==> src/rtl/imm_ctrl_fsm.sv <==
// imm_ctrl_fsm: multicycle control FSM for the ADDI / BEQ / BNE subset.
// It fetches an instruction, latches it into the instruction register, decodes it,
// and then sequences the execute and writeback phases.
//
// Ports:
//   clk, rst      rising-edge clock and synchronous active-high reset
//   imem_ack      instruction memory returns valid data this cycle
//   imem_rdata    instruction word, valid when imem_ack=1
//   eq            ALU zero flag (rs1==rs2), used while a branch resolves
//   imem_req      fetch request
//   ir            latched instruction, sent to the sign-extender and regfile
//   immsrc        1=I-type immediate, 0=B-type immediate
//   alusrc        1=ALU operand B is the immediate, 0=register
//   aluctrl       000=ADD, 001=SUB
//   regwrite      regfile write enable
//   pc_en         PC update enable
//   pcsrc         1=PC+imm (taken branch), 0=PC+4
//   halt          sticky halt indication
//   err           00 none, 01 illegal instruction, 10 fetch timeout
//   retired       count of completed instructions, wraps silently
module imm_ctrl_fsm #(
    parameter int unsigned I_WIDTH    = 32,
    parameter int unsigned D_WIDTH    = 32,
    parameter int unsigned WAIT_LIMIT = 16
) (
    input  logic               clk,
    input  logic               rst,
    input  logic               imem_ack,
    input  logic [I_WIDTH-1:0] imem_rdata,
    input  logic               eq,
    output logic               imem_req,
    output logic [I_WIDTH-1:0] ir,
    output logic               immsrc,
    output logic               alusrc,
    output logic [2:0]         aluctrl,
    output logic               regwrite,
    output logic               pc_en,
    output logic               pcsrc,
    output logic               halt,
    output logic [1:0]         err,
    output logic [D_WIDTH-1:0] retired
);

    localparam int unsigned CNT_W = $clog2(WAIT_LIMIT);

    localparam logic [6:0] OP_ITYPE  = 7'b0010011;
    localparam logic [6:0] OP_BRANCH = 7'b1100011;
    localparam logic [2:0] F3_ADDI   = 3'b000;
    localparam logic [2:0] F3_BEQ    = 3'b000;
    localparam logic [2:0] F3_BNE    = 3'b001;
    localparam logic [2:0] ALU_ADD   = 3'b000;
    localparam logic [2:0] ALU_SUB   = 3'b001;
    localparam logic [1:0] ERR_NONE  = 2'b00;
    localparam logic [1:0] ERR_ILL   = 2'b01;
    localparam logic [1:0] ERR_TMO   = 2'b10;

    typedef enum logic [2:0] {
        S_FETCH,
        S_DECODE,
        S_EXEC_I,
        S_WB,
        S_EXEC_B,
        S_HALT
    } state_t;

    state_t             state_q, state_d;
    logic [I_WIDTH-1:0] ir_q, ir_d;
    logic [CNT_W-1:0]   cnt_q, cnt_d;
    logic [1:0]         err_q, err_d;
    logic [D_WIDTH-1:0] retired_q, retired_d;

    // Output registers, loaded from the decode of the next state
    logic       imem_req_q, imem_req_d;
    logic       immsrc_q, immsrc_d;
    logic       alusrc_q, alusrc_d;
    logic [2:0] aluctrl_q, aluctrl_d;
    logic       regwrite_q, regwrite_d;
    logic       pc_en_q, pc_en_d;
    logic       br_q, br_d;
    logic       halt_q, halt_d;

    logic [6:0] opcode;
    logic [2:0] funct3;

    assign opcode = ir_q[6:0];
    assign funct3 = ir_q[14:12];

    // Next-state, instruction register, timeout counter, error and retire count
    always_comb begin
        state_d   = state_q;
        ir_d      = ir_q;
        cnt_d     = cnt_q;
        err_d     = err_q;
        retired_d = retired_q;
        unique case (state_q)
            S_FETCH: begin
                if (imem_ack) begin
                    // An ack on the final wait cycle still wins over the timeout
                    ir_d    = imem_rdata;
                    cnt_d   = '0;
                    state_d = S_DECODE;
                end else if (cnt_q == CNT_W'(WAIT_LIMIT - 1)) begin
                    cnt_d   = '0;
                    err_d   = ERR_TMO;
                    state_d = S_HALT;
                end else begin
                    cnt_d = cnt_q + CNT_W'(1);
                end
            end
            S_DECODE: begin
                if (opcode == OP_ITYPE && funct3 == F3_ADDI) begin
                    state_d = S_EXEC_I;
                end else if (opcode == OP_BRANCH &&
                             (funct3 == F3_BEQ || funct3 == F3_BNE)) begin
                    state_d = S_EXEC_B;
                end else begin
                    err_d   = ERR_ILL;
                    state_d = S_HALT;
                end
            end
            S_EXEC_I: state_d = S_WB;
            S_WB: begin
                retired_d = retired_q + D_WIDTH'(1);
                state_d   = S_FETCH;
            end
            S_EXEC_B: begin
                retired_d = retired_q + D_WIDTH'(1);
                state_d   = S_FETCH;
            end
            S_HALT:   state_d = S_HALT;
            default:  state_d = S_FETCH;
        endcase
    end

    // Moore output decode of the next state so outputs come straight from flops
    always_comb begin
        imem_req_d = 1'b0;
        immsrc_d   = 1'b0;
        alusrc_d   = 1'b0;
        aluctrl_d  = ALU_ADD;
        regwrite_d = 1'b0;
        pc_en_d    = 1'b0;
        br_d       = 1'b0;
        halt_d     = 1'b0;
        unique case (state_d)
            S_FETCH:  imem_req_d = 1'b1;
            S_DECODE: immsrc_d   = (ir_d[6:0] == OP_ITYPE);
            S_EXEC_I: begin
                immsrc_d = 1'b1;
                alusrc_d = 1'b1;
            end
            S_WB: begin
                immsrc_d   = 1'b1;
                alusrc_d   = 1'b1;
                regwrite_d = 1'b1;
                pc_en_d    = 1'b1;
            end
            S_EXEC_B: begin
                aluctrl_d = ALU_SUB;
                pc_en_d   = 1'b1;
                br_d      = 1'b1;
            end
            S_HALT:   halt_d = 1'b1;
            default:  imem_req_d = 1'b0;
        endcase
    end

    // State and output registers
    always_ff @(posedge clk) begin
        if (rst) begin
            state_q    <= S_FETCH;
            ir_q       <= '0;
            cnt_q      <= '0;
            err_q      <= ERR_NONE;
            retired_q  <= '0;
            imem_req_q <= 1'b1;
            immsrc_q   <= 1'b0;
            alusrc_q   <= 1'b0;
            aluctrl_q  <= ALU_ADD;
            regwrite_q <= 1'b0;
            pc_en_q    <= 1'b0;
            br_q       <= 1'b0;
            halt_q     <= 1'b0;
        end else begin
            state_q    <= state_d;
            ir_q       <= ir_d;
            cnt_q      <= cnt_d;
            err_q      <= err_d;
            retired_q  <= retired_d;
            imem_req_q <= imem_req_d;
            immsrc_q   <= immsrc_d;
            alusrc_q   <= alusrc_d;
            aluctrl_q  <= aluctrl_d;
            regwrite_q <= regwrite_d;
            pc_en_q    <= pc_en_d;
            br_q       <= br_d;
            halt_q     <= halt_d;
        end
    end

    // Reset forces every output low in the reset cycle, so an instruction
    // caught mid-flight never writes the regfile or moves the PC.
    assign imem_req = imem_req_q & ~rst;
    assign ir       = rst ? '0 : ir_q;
    assign immsrc   = immsrc_q & ~rst;
    assign alusrc   = alusrc_q & ~rst;
    assign aluctrl  = rst ? ALU_ADD : aluctrl_q;
    assign regwrite = regwrite_q & ~rst;
    assign pc_en    = pc_en_q & ~rst;
    assign halt     = halt_q & ~rst;
    assign err      = rst ? ERR_NONE : err_q;
    assign retired  = rst ? '0 : retired_q;

    // Branch direction resolves on the live eq flag; funct3[0] selects BNE.
    assign pcsrc = br_q & ~rst & (eq ^ ir_q[12]);

endmodule

==> config.mk <==
export PLATFORM = sky130hd
export DESIGN_NAME = imm_ctrl_fsm
export DESIGN_NICKNAME = d
export VERILOG_FILES = /design/src/rtl/imm_ctrl_fsm.sv
export SDC_FILE = /design/constraint.sdc
export NUM_CORES = 1
export LEC_CHECK = 0
export ABC_AREA = 0
export BUFFER_PORTS_ARGS = -buffer_cell sky130_fd_sc_hd__buf_2
export CAP_MARGIN = 20
export CORE_MARGIN = 5
export CORE_UTILIZATION = 35
export CTS_BUF_LIST = sky130_fd_sc_hd__clkbuf_2
export CTS_CLUSTER_DIAMETER = 200
export DETAILED_ROUTE_END_ITERATION = 10
export PLACE_DENSITY = 0.64
export SYNTH_ARGS = -nofsm -noshare
export SYNTH_HDL_FRONTEND = slang
export SYNTH_SLANG_ARGS = --single-unit
==> constraint.sdc <==
create_clock -name clk -period 2.35 [get_ports clk]
set_input_delay 0.47 -clock clk [delete_from_list [all_inputs] [get_ports clk]]
set_output_delay 0.47 -clock clk [all_outputs]
set_load 0.01 [all_outputs]
Yosys cells after proc, flatten, opt, wreduce, memory -nomap -nowiden
Cells that the tools add are included.

word-level totals
  output and inout bits = 76
  logic and storage cells = 83
  register bits after elaboration = 83

cells by class
  bitwise gates (word level) = 10
  reduce and logical (&&, ||, !) cells = 12
  muxes and demuxes = 26
  equality and inequality tests = 19
  $add $sub $neg = 2

operator list
  kind                     number
  $mux W32                 2
  $add A32 B1 Y32 const B  1
  $eq A7 B5 Y1 const B     2
  $mux W7                  2
  $eq A3 B2 Y1 const B     4
  $eq A3 B3 Y1 const B     4
  $mux W3                  4
  $pmux W3 S4              1
  $mux W2                  5
  $eq A3 B1 Y1 const B     3
  $logic_not A3 Y1         3
  $and A1 B1 Y1            8
  $mux W1                  8
  $mux W4                  2
  $ne A2 B2 Y1 const B     4
  $eq A7 B7 Y1 const B     1
  $reduce_or A2 Y1         3
  $reduce_and A5 Y1        1
  $add A4 B1 Y4 const B    1
  $eq A4 B4 Y1 const B     1
  $pmux W2 S2              1
  $logic_and A1 B1 Y1      2
  $pmux W1 S2              1
  $reduce_and A2 Y1        1
  other kinds (4)          4

Depth between registers and ports, before layout
Gate-level depths: netlist of run 1.

  word-level depth = 9
  gate-level depth with buffers = 7
  gate-level depth less buffers = 5

Least setup slack after synthesis of run 1
No wires, ideal clock.

  path kind = register to register
  start point = reg ir_q[12]
  end point = reg pc_en_q
  arrival = 1.817 ns
  cell stages (with the launch flop) = 5
  slack = 0.412 ns
  data required time = 2.229 ns
  buffers on the path = 0
  cells stage by stage = dfxtp_1 or4b_2 a211oi_2 a221o_2 mux2_2

between the ends
  longest elaborated chain between the ends = 9

ends and longest elaborated chain
  item                                                     RTL line  source
  start, declared                                          67        logic [I_WIDTH-1:0] ir_q, ir_d;
  start signal, assigned                                   186       ir_q <= ir_d;
  $eq A3 B1 Y1 / $logic_not A3 Y1 (equally long branches)  114, 111
  $logic_or A1 B1 Y1                                       114       (funct3 == F3_BEQ || funct3 == F3_BNE)) begin
  $logic_and A1 B1 Y1                                      113       end else if (opcode == OP_BRANCH &&
  $mux W1                                                  113
  $mux W3 *                                                111       if (opcode == OP_ITYPE && funct3 == F3_ADDI) begin
  $pmux W3 S4 *                                            95        unique case (state_q)
  $eq A3 B3 Y1 / $eq A3 B2 Y1 (equally long branches)      145       unique case (state_d)
  $reduce_or A2 Y1 (no line) *                             n/a
  $mux W1 *                                                145
  end signal, assigned                                     195       pc_en_q <= pc_en_d;
  end, declared                                            78        logic pc_en_q, pc_en_d;

Every way passes the cells marked *; elsewhere a longest branch is shown, timed or not.
A chain may end at the register's enable or synchronous reset.

Final worst setup path of run 1
Same ends and word-level chain as after synthesis.

==> results of run 1 <==
## sequential cells by signal, summed over array words and instances, names as in the netlist
name	flops
aluctrl_q	1
alusrc_q	1
cnt_q	4
err_q	2
halt_q	1
imem_req_q	1
immsrc_q	1
ir_q	32
pc_en_q	1
regwrite_q	1
retired_q	32
state_q	3
## layout make-up
| type | instances | area share (%) |
|---|---|---|
| Timing Repair Buffer | 121 | 14.0 |
| Tap cell | 140 | 3.70 |
| Sequential cell | 80 | 33.9 |
| Clock buffer | 10 | 1.06 |
| Multi-Input combinational cell | 365 | 44.7 |
| Clock inverter | 5 | 1.75 |
| Inverter | 12 | 0.952 |
## power breakdown
group          internal [mW]  total (mW)  switching, mW  leakage, nW
clock                  0.349       0.831          0.482       0.0702
combinational          0.121       0.289          0.167         1.29
sequential              1.40        1.43         0.0230        0.650
## stage by stage
| stage | power [mW] | cells | instance area (um^2) | util, % | hold WS, ns |
|---|---|---|---|---|---|
| after floorplan | 1.64 | 489 | 3910 | - | 0.432 |
| after global placement | 1.74 | 718 | 4600 | 42.2 | 0.438 |
| after detailed placement | 1.75 | 718 | 4600 | 42.2 | 0.444 |
| after CTS | 2.60 | 733 | 4730 | 43.4 | 0.0822 |
| after global routing | 2.69 | 733 | 4730 | 43.4 | 0.0657 |
| final | 2.55 | 733 | 4730 | 43.4 | 0.153 |
## synth_stat cells (3+ instances only)
cell and n:
dfxtp_1 80, nand2_1 79, nor2b_1 67, a21oi_1 47, nor2_1 42, clkbuf_1 21
mux2_2 18, inv_1 12, nand3_1 12, nor3_1 12, nor4_1 12, o21ai_0 7
xnor2_1 7, a211oi_1 5, and4_1 5, o31ai_1 5, or3_1 5, buf_1 4
buf_6 4, nand3b_1 4, nand2b_1 3, nand4_1 3
## worst max path at each step
stage               cells past startpoint                  start            endpoint
floorplan                               4  ir_q[12]$_SDFFE_PP0P_  pc_en_q$_SDFF_PP0_
global placement                        4  ir_q[12]$_SDFFE_PP0P_  pc_en_q$_SDFF_PP0_
detailed placement                      4  ir_q[12]$_SDFFE_PP0P_  pc_en_q$_SDFF_PP0_
CTS                                     4  ir_q[12]$_SDFFE_PP0P_  pc_en_q$_SDFF_PP0_
global route                            4  ir_q[12]$_SDFFE_PP0P_  pc_en_q$_SDFF_PP0_
finish                                  4  ir_q[12]$_SDFFE_PP0P_  pc_en_q$_SDFF_PP0_
## worst reg2reg max path, cell delays in order, from the launching register on
cell,delay (ns)
dfxtp_1,0.39
or4b_2,0.73
a211oi_2,0.30
a221o_2,0.26
mux2_2,0.34
## per-layer routing
metal	up-vias	routed length [um]
met5	-	0
met4	0	65
met3	7	774
met2	104	4380
met1	1638	4270
li1	1850	-
## cell families (layout without fill, tap and decap cells)
group,count (synthesis),in the layout,synth area share (%)
buf+inv,44,148,5.22
flops,80,80,41.0
mux,18,18,5.19
other cells,1,2,0.0960
compound gates,75,75,11.7
simple gates,260,260,34.4
xor+xnor,8,8,1.79
fa+ha+maj,2,2,0.641
==> results.tsv, run 1 <==
metric	value	unit
crit-reg2reg-capture	pc_en_q$_SDFF_PP0_	
globalRouteMet3Util	4.60	%
initial_core_util	35.9	%
grt_first_pass_wirelength	15400	um
cp.arrival	2.53	ns
mostFrequentLayoutCell	buf_2	
die_area	13400	um^2
crit_slowest_cell	or4b_2	
reg2reg_from	ir_q[12]$_SDFFE_PP0P_	
hold_depth	3	
hp-start	imem_rdata[7]	
grt_antenna_before_repair	0	
ctsResizeCount	0	
cts_tree	yes	
dieWidth	116	um
ys_seq_area_share	41.0	%
async_flop_share	0	%
pin_count	112	
multi_input_area	2110	um^2
status	complete, no violations	
yosysWarnings	0	
cts_sinks	80	
final_nets	627	
cp_num_buf_inv	0	
hp-class	primary input to flip-flop	
drv_cap	0	
slew_headroom	63.9	%
startpoint_type	flip-flop	
finalCriticalPeriod	2.11	ns
place.gp.congestion	0.789	
powerDensity	539	nW/um^2
grtUsageMet2	23.7	%
io_buffers	109	
clk_latency	0.52	ns
die_h	116	um
worstPathCellList	or4b_2, a211oi_2, a221o_2, mux2_2	
grt_usage	14.0	%
grt_busiest_layer	met2	
hold_buffers	0	
final.period_utilization	89.7	%
fin_skew	0.0247	ns
overflow	0	
drive_above_1_share	27.3	%
wl_per_cell	13.0	um
seq_area	1600	um^2
crit_path_max_fanout	6	
grt_util_met1	17.6	%
ys_seq_elements	80	
crit_required	2.77	ns
avgSynthCellArea	8.00	um^2
row_count	38	
synth_ff_type	dfxtp_1	
cts_buffer_depth	2	
cts_made_buffers	9	
path_class	flip-flop to flip-flop	
synthTopCellsByArea	dfxtp_1, nor2b_1, nand2_1	
rsz0062_at_grt	false	
vdd_drop_max	305	uV
cts.clk_slew.worst_paths	0.22	ns
drc	0	
synth_cells	488	
layout_common_cells	buf_2, dfxtp_1, nand2_1	
report.final.slew_viol_count	0	
fin_ws	0.242	ns
synth_top_cell_area_share	41.0	%
dp_slack	0.289	ns
synth_top_area_cell	dfxtp_1	
drt_pass1_iterations	4	
core	10900	um^2
synth-edff-count	0	
wl	9490	um
power.leakage	2.01	nW
grt_pass1_vias	3369	
synth.distinct_cells	49	
slowest_delay	0.73	ns
fmax	474	MHz
setup_tns	0	ns
hold_violations	0	
drt_iter0_markers	187	
viasPerCell	4.91	
syn_area	3900	um^2
ff2ff_path_depth	4	
endpoint_kind	flip-flop	
ff2ff_setup_slack	0.24	ns
postRouteAntennaNets	0	
cts_max_level	3	
synthToLayoutAreaGrowth	21.1	%
vias	3599	
nFillCells	1106	
cp_top_family	simple AND/OR/NAND/NOR gates	
min_to	ir_q[7]$_SDFFE_PP0P_	
post_cts_buffers	0	
detailedPlacementHpwl	6940	um
worstMarginPinSlew	0.539	ns
clockRootBuffer	clkbuf_2	
grt_start_max_net_pins	55	
setup_viol	0	
antenna_cells	0	
Note: power is estimated with default switching activity, not from simulation.
==> inputs of run 2 (changes only) <==
--- a/config.mk
+++ b/config.mk
@@ -6,12 +6,12 @@
 export NUM_CORES = 1
 export LEC_CHECK = 0
 export ABC_AREA = 0
-export BUFFER_PORTS_ARGS = -buffer_cell sky130_fd_sc_hd__buf_2
+export BUFFER_PORTS_ARGS = -buffer_cell sky130_fd_sc_hd__buf_4
 export CAP_MARGIN = 20
 export CORE_MARGIN = 5
 export CORE_UTILIZATION = 35
 export CTS_BUF_LIST = sky130_fd_sc_hd__clkbuf_2
-export CTS_CLUSTER_DIAMETER = 200
+export CTS_CLUSTER_DIAMETER = 50
 export DETAILED_ROUTE_END_ITERATION = 10
 export PLACE_DENSITY = 0.64
 export SYNTH_ARGS = -nofsm -noshare
==> results.tsv, run 2 (synthesis gave the netlist of run 1 again) <==
metric	value	unit	change
wl	9930	um	+4.6%
nFillCells	1094		-1.1%
cp.arrival	2.51	ns	-0.02 ns
setup_tns	0	ns	unchanged
clk_latency	0.50	ns	-0.02 ns
detailedPlacementHpwl	7210	um	+3.9%
setup_viol	0		unchanged
viasPerCell	4.90		-0.14%
overflow	0		unchanged
postRouteAntennaNets	0		unchanged
design_area	5050	um^2	+6.8%
placed_cell_area	4870	um^2	+6.0%
path_class	flip-flop to flip-flop		
final.period_utilization	90.0	%	+0.27 points
vias	3589		-0.28%
layout_common_cells	buf_4, dfxtp_1, nand2_1		
row_count	38		unchanged
drc	0		unchanged
grt_start_max_net_pins	46		-16%
cts_max_level	3		unchanged
core	10900	um^2	unchanged
ctsResizeCount	0		unchanged
finalCriticalPeriod	2.11	ns	+0.00630 ns
worstPathCellList	or4b_2, a211oi_2, a221o_2, mux2_2		
power.leakage	2.06	nW	+2.8%
hold_buffers	0		unchanged
drv_cap	0		unchanged
cp_top_family	simple AND/OR/NAND/NOR gates		
hp-class	primary input to flip-flop		
grt_pass1_vias	3493		+3.7%
p_total	2.79	mW	+9.7%
drt_pass1_iterations	4		unchanged
cts.clk_slew.worst_paths	0.22	ns	about the same
fin_skew	0.0373	ns	+0.0126 ns
drt_iter0_markers	222		+19%
status	complete, no violations		
antenna_cells	0		unchanged
grt_antenna_before_repair	0		unchanged
die_area	13400	um^2	unchanged
seq_area	1600	um^2	unchanged
fmax	473	MHz	-0.30%
post_cts_buffers	0		unchanged
pin_count	112		unchanged
worstSetupStartpoint	ir_q[5]$_SDFF_PP0_		
io_buffers	109		unchanged
cts_made_buffers	9		unchanged
cts_tree	yes		
drive_above_1_share	27.2	%	-0.12 points
cts_sinks	80		unchanged
startpoint_type	flip-flop		
grt_usage	14.9	%	+0.84 points
crit-reg2reg-capture	pc_en_q$_SDFF_PP0_		
wl_per_cell	13.6	um	+4.8%
rsz0062_at_grt	false		
utilization	46.4	%	+3.0 points
place.gp.congestion	0.830		+5.3%
vdd_drop_max	236	uV	-23%
grt_first_pass_wirelength	16300	um	+5.7%
slowest_delay	0.70	ns	-0.03 ns
dp_slack	0.271	ns	-0.0175 ns
ff2ff_setup_slack	0.24	ns	about the same
cp_num_buf_inv	0		unchanged
powerDensity	553	nW/um^2	+2.7%
cp.depth	4		unchanged
crit_slowest_cell	or4b_2		
reg2reg_from	ir_q[5]$_SDFF_PP0_		
critPathCapture	pc_en_q$_SDFF_PP0_		
initial_core_util	35.9	%	unchanged
fin_ws	0.236	ns	-0.00630 ns
endpoint_kind	flip-flop		
synthToLayoutAreaGrowth	29.3	%	
dieWidth	116	um	unchanged
die_h	116	um	unchanged
multi_input_area	2110	um^2	unchanged
mostFrequentLayoutCell	buf_4		
clockRootBuffer	clkbuf_2		
reg.largest.list	ir_q x32, retired_q x32, cnt_q x4		
final_nets	626		-0.16%
crit_required	2.75	ns	-0.02 ns
hold_violations	0		unchanged
report.final.slew_viol_count	0		unchanged
cts_buffer_depth	2		unchanged
crit_path_max_fanout	6		unchanged
ff2ff_path_depth	4		unchanged
-- run 2: routing by layer --
metal	vias to the layer above	share of wire (%)	wire length [um]	track usage, %
met2	95	47	4650	24.8
met5	-	0	0	0
met1	1642	45	4480	19.0
li1	1843	-	-	-
met3	9	7.0	696	2.98
met4	0	1.1	106	5.65
-- run 2: power by group --
group	total (mW)	internal [mW]	switching (mW)	leakage, nW
logic	0.323	0.151	0.172	1.31
registers	1.43	1.40	0.0233	0.650
clock network	1.04	0.568	0.474	0.103
-- run 2: worst min path at each step --
stage / startpoint / to / cells past startpoint
floorplan: ir_q[10]$_SDFFE_PP0P_ / ir_q[10]$_SDFFE_PP0P_ / 2
global placement: ir_q[8]$_SDFFE_PP0P_ / ir_q[8]$_SDFFE_PP0P_ / 2
detailed placement: ir_q[17]$_SDFFE_PP0P_ / ir_q[17]$_SDFFE_PP0P_ / 2
CTS: imem_rdata[30] / ir_q[30]$_SDFFE_PP0P_ / 3
global route: imem_rdata[30] / ir_q[30]$_SDFFE_PP0P_ / 3
finish: imem_rdata[30] / ir_q[30]$_SDFFE_PP0P_ / 3
-- run 2: stage by stage --
stage          instances  hold slack (ns)
2_1_floorplan        489            0.432
6_report             732            0.189
4_1_cts              732            0.106
3_5_place_dp         717            0.443
5_1_grt              732            0.102
3_3_place_gp         717            0.437
-- run 2: worst register-to-register path, cell delays in order (launching register included) --
cell      delay (ns)
dfxtp_1         0.39
or4b_2          0.70
a211oi_2        0.31
a221o_2         0.28
mux2_2          0.34
-- run 2: final cells by class --
cell class	count	share of cell area [%]
Multi-Input combinational cell	365	41.8
Sequential cell	80	31.7
Timing Repair Buffer	120	18.6
Tap cell	140	3.47
Clock inverter	5	2.55
Clock buffer	10	0.991
Inverter	12	0.892
==> inputs of run 3 (changes only) <==
--- a/config.mk
+++ b/config.mk
@@ -8,12 +8,14 @@
 export ABC_AREA = 0
 export BUFFER_PORTS_ARGS = -buffer_cell sky130_fd_sc_hd__buf_4
 export CAP_MARGIN = 20
+export CORE_ASPECT_RATIO = 1.4
 export CORE_MARGIN = 5
 export CORE_UTILIZATION = 35
 export CTS_BUF_LIST = sky130_fd_sc_hd__clkbuf_2
 export CTS_CLUSTER_DIAMETER = 50
 export DETAILED_ROUTE_END_ITERATION = 10
 export PLACE_DENSITY = 0.64
+export RECOVER_POWER = 25
 export SYNTH_ARGS = -nofsm -noshare
 export SYNTH_HDL_FRONTEND = slang
 export SYNTH_SLANG_ARGS = --single-unit
==> results.tsv, run 3 (synthesis gave the netlist of run 1 again) <==
metric	value	unit	change
status	complete, no violations		
powerDensity	511	nW/um^2	-7.5%
grt_usage	14.7	%	-0.15 points
clockRootBuffer	clkbuf_2		
drv_cap	0		unchanged
rsz0062_at_grt	false		
design_area	5000	um^2	-0.92%
hp-class	primary input to flip-flop		
hp-start	imem_rdata[31]		
cts_buffer_depth	2		unchanged
pin_count	112		unchanged
reg.largest.list	ir_q x32, retired_q x32, cnt_q x4		
clk_latency	0.50	ns	about the same
overflow	0		unchanged
report.final.slew_viol_count	0		unchanged
grt_first_pass_wirelength	16300	um	about the same
worstSetupStartpoint	ir_q[12]$_SDFFE_PP0P_		
fmax	489	MHz	+3.3%
dieWidth	99.3	um	-14%
p_total	2.56	mW	-8.4%
power_switching	656	uW	-1.9%
final.period_utilization	87.1	%	-2.9 points
cts_max_level	3		unchanged
die_h	135	um	+17%
vdd_drop_max	398	uV	+68%
post_cts_buffers	0		unchanged
ctsResizeCount	0		unchanged
cts_sinks	80		unchanged
endpoint_kind	flip-flop		
drt_pass1_iterations	4		unchanged
hold_violations	0		unchanged
power.leakage	2.04	nW	-1.2%
core	10900	um^2	-0.19%
grt_start_max_net_pins	43		-6.5%
layout_common_cells	buf_4, dfxtp_1, nand2_1		
final_nets	630		+0.64%
path_class	flip-flop to flip-flop		
grt_antenna_before_repair	0		unchanged
crit_path_max_fanout	6		unchanged
row_count	45		+18%
mostFrequentLayoutCell	buf_4		
finalCriticalPeriod	2.05	ns	-0.0676 ns
detailedPlacementHpwl	7280	um	+1.0%
p_int	1.90	mW	-10%
io_buffers	109		unchanged
startpoint_type	flip-flop		
clkPwrFrac	31.8	%	-5.5 points
fin_skew	0.0113	ns	-0.0260 ns
vias	3546		-1.2%
initial_core_util	35.9	%	+0.070 points
grt_pass1_vias	3521		+0.80%
postRouteAntennaNets	0		unchanged
pwr-share-seq	55.8	%	+4.7 points
synthToLayoutAreaGrowth	28.2	%	
hold_buffers	0		unchanged
drive_above_1_share	27.3	%	+0.11 points
worstMarginPinSlew	0.772	ns	
die_area	13400	um^2	+0.23%
cts.clk_slew.worst_paths	0.21	ns	about the same
wl	9710	um	-2.3%
comb_power_share	12.4	%	+0.8 points
drt_iter0_markers	139		-37%
setup_tns	0	ns	unchanged
cts_tree	yes		
antenna_cells	0		unchanged
crit_required	2.78	ns	+0.03 ns
setup_viol	0		unchanged
cts_made_buffers	9		unchanged
viasPerCell	4.80		-2.0%
wl_per_cell	13.2	um	-3.1%
cp.arrival	2.48	ns	-0.03 ns
switching_share	25.6	%	+1.7 points
slew_headroom	48.5	%	
drc	0		unchanged
place.gp.congestion	0.785		-5.4%
placed_cell_area	4880	um^2	+0.13%
reg2reg_from	ir_q[12]$_SDFFE_PP0P_		
## run 3: cell count changes in the layout (fill, tap and decap cells not counted)
cell / delta
buf_12: -2
clkinv_1: +1
buf_4: +4
clkinvlp_4: +2
clkinv_2: +1
inv_6: -1
bufinv_16: -2
clkbuf_1: +2
## run 3: power by group through the flow
stage | clock, mW | combinational [mW] | sequential (mW)
detailed placement | 0 | 0.325 | 1.46
floorplan | 0 | 0.192 | 1.45
CTS | 0.849 | 0.325 | 1.43
finish | 0.813 | 0.318 | 1.43
global route | 0.921 | 0.356 | 1.44
global placement | 0 | 0.321 | 1.45
## run 3: layer usage
metal	GRT usage, %	vias to the layer above	share of wire (%)
met5	0	-	0
met4	5.47	0	0.80
met3	4.13	6	5.8
met2	25.7	82	51
met1	16.9	1616	43
li1	-	1842	-
## run 3: cell type report
class / instances / area, um^2
Fill cell: 1098 / 5860
Clock inverter: 6 / 83.8
Tap cell: 141 / 176
Timing Repair Buffer: 124 / 936
Sequential cell: 80 / 1600
Inverter: 12 / 45.0
Clock buffer: 10 / 50.0
Multi-Input combinational cell: 365 / 2110
## run 3: stage by stage
| step | worst slack [ns] | hold WS (ns) | util, % | instances |
|---|---|---|---|---|
| finish | 0.304 | 0.183 | 46.1 | 738 |
| CTS | 0.293 | 0.114 | 46.1 | 738 |
| floorplan | 0.412 | 0.432 | - | 489 |
| detailed placement | 0.309 | 0.442 | 44.9 | 722 |
| global placement | 0.353 | 0.438 | 44.9 | 722 |
| global route | 0.194 | 0.0758 | 46.1 | 738 |
## run 3: critical path, stage by stage (launching register included)
cell      delay [ns]
dfxtp_1         0.38
or4b_2          0.72
a211oi_2        0.28
a221o_2         0.26
mux2_2          0.34
## run 3: final timing paths
path,end,slack [ns],cells past startpoint
hold / removal,ir_q[31]$_SDFFE_PP0P_,0.18,3
setup / recovery,pc_en_q$_SDFF_PP0_,0.30,4
setup reg to reg,pc_en_q$_SDFF_PP0_,0.30,4
hold reg to reg,ir_q[28]$_SDFFE_PP0P_,0.46,2
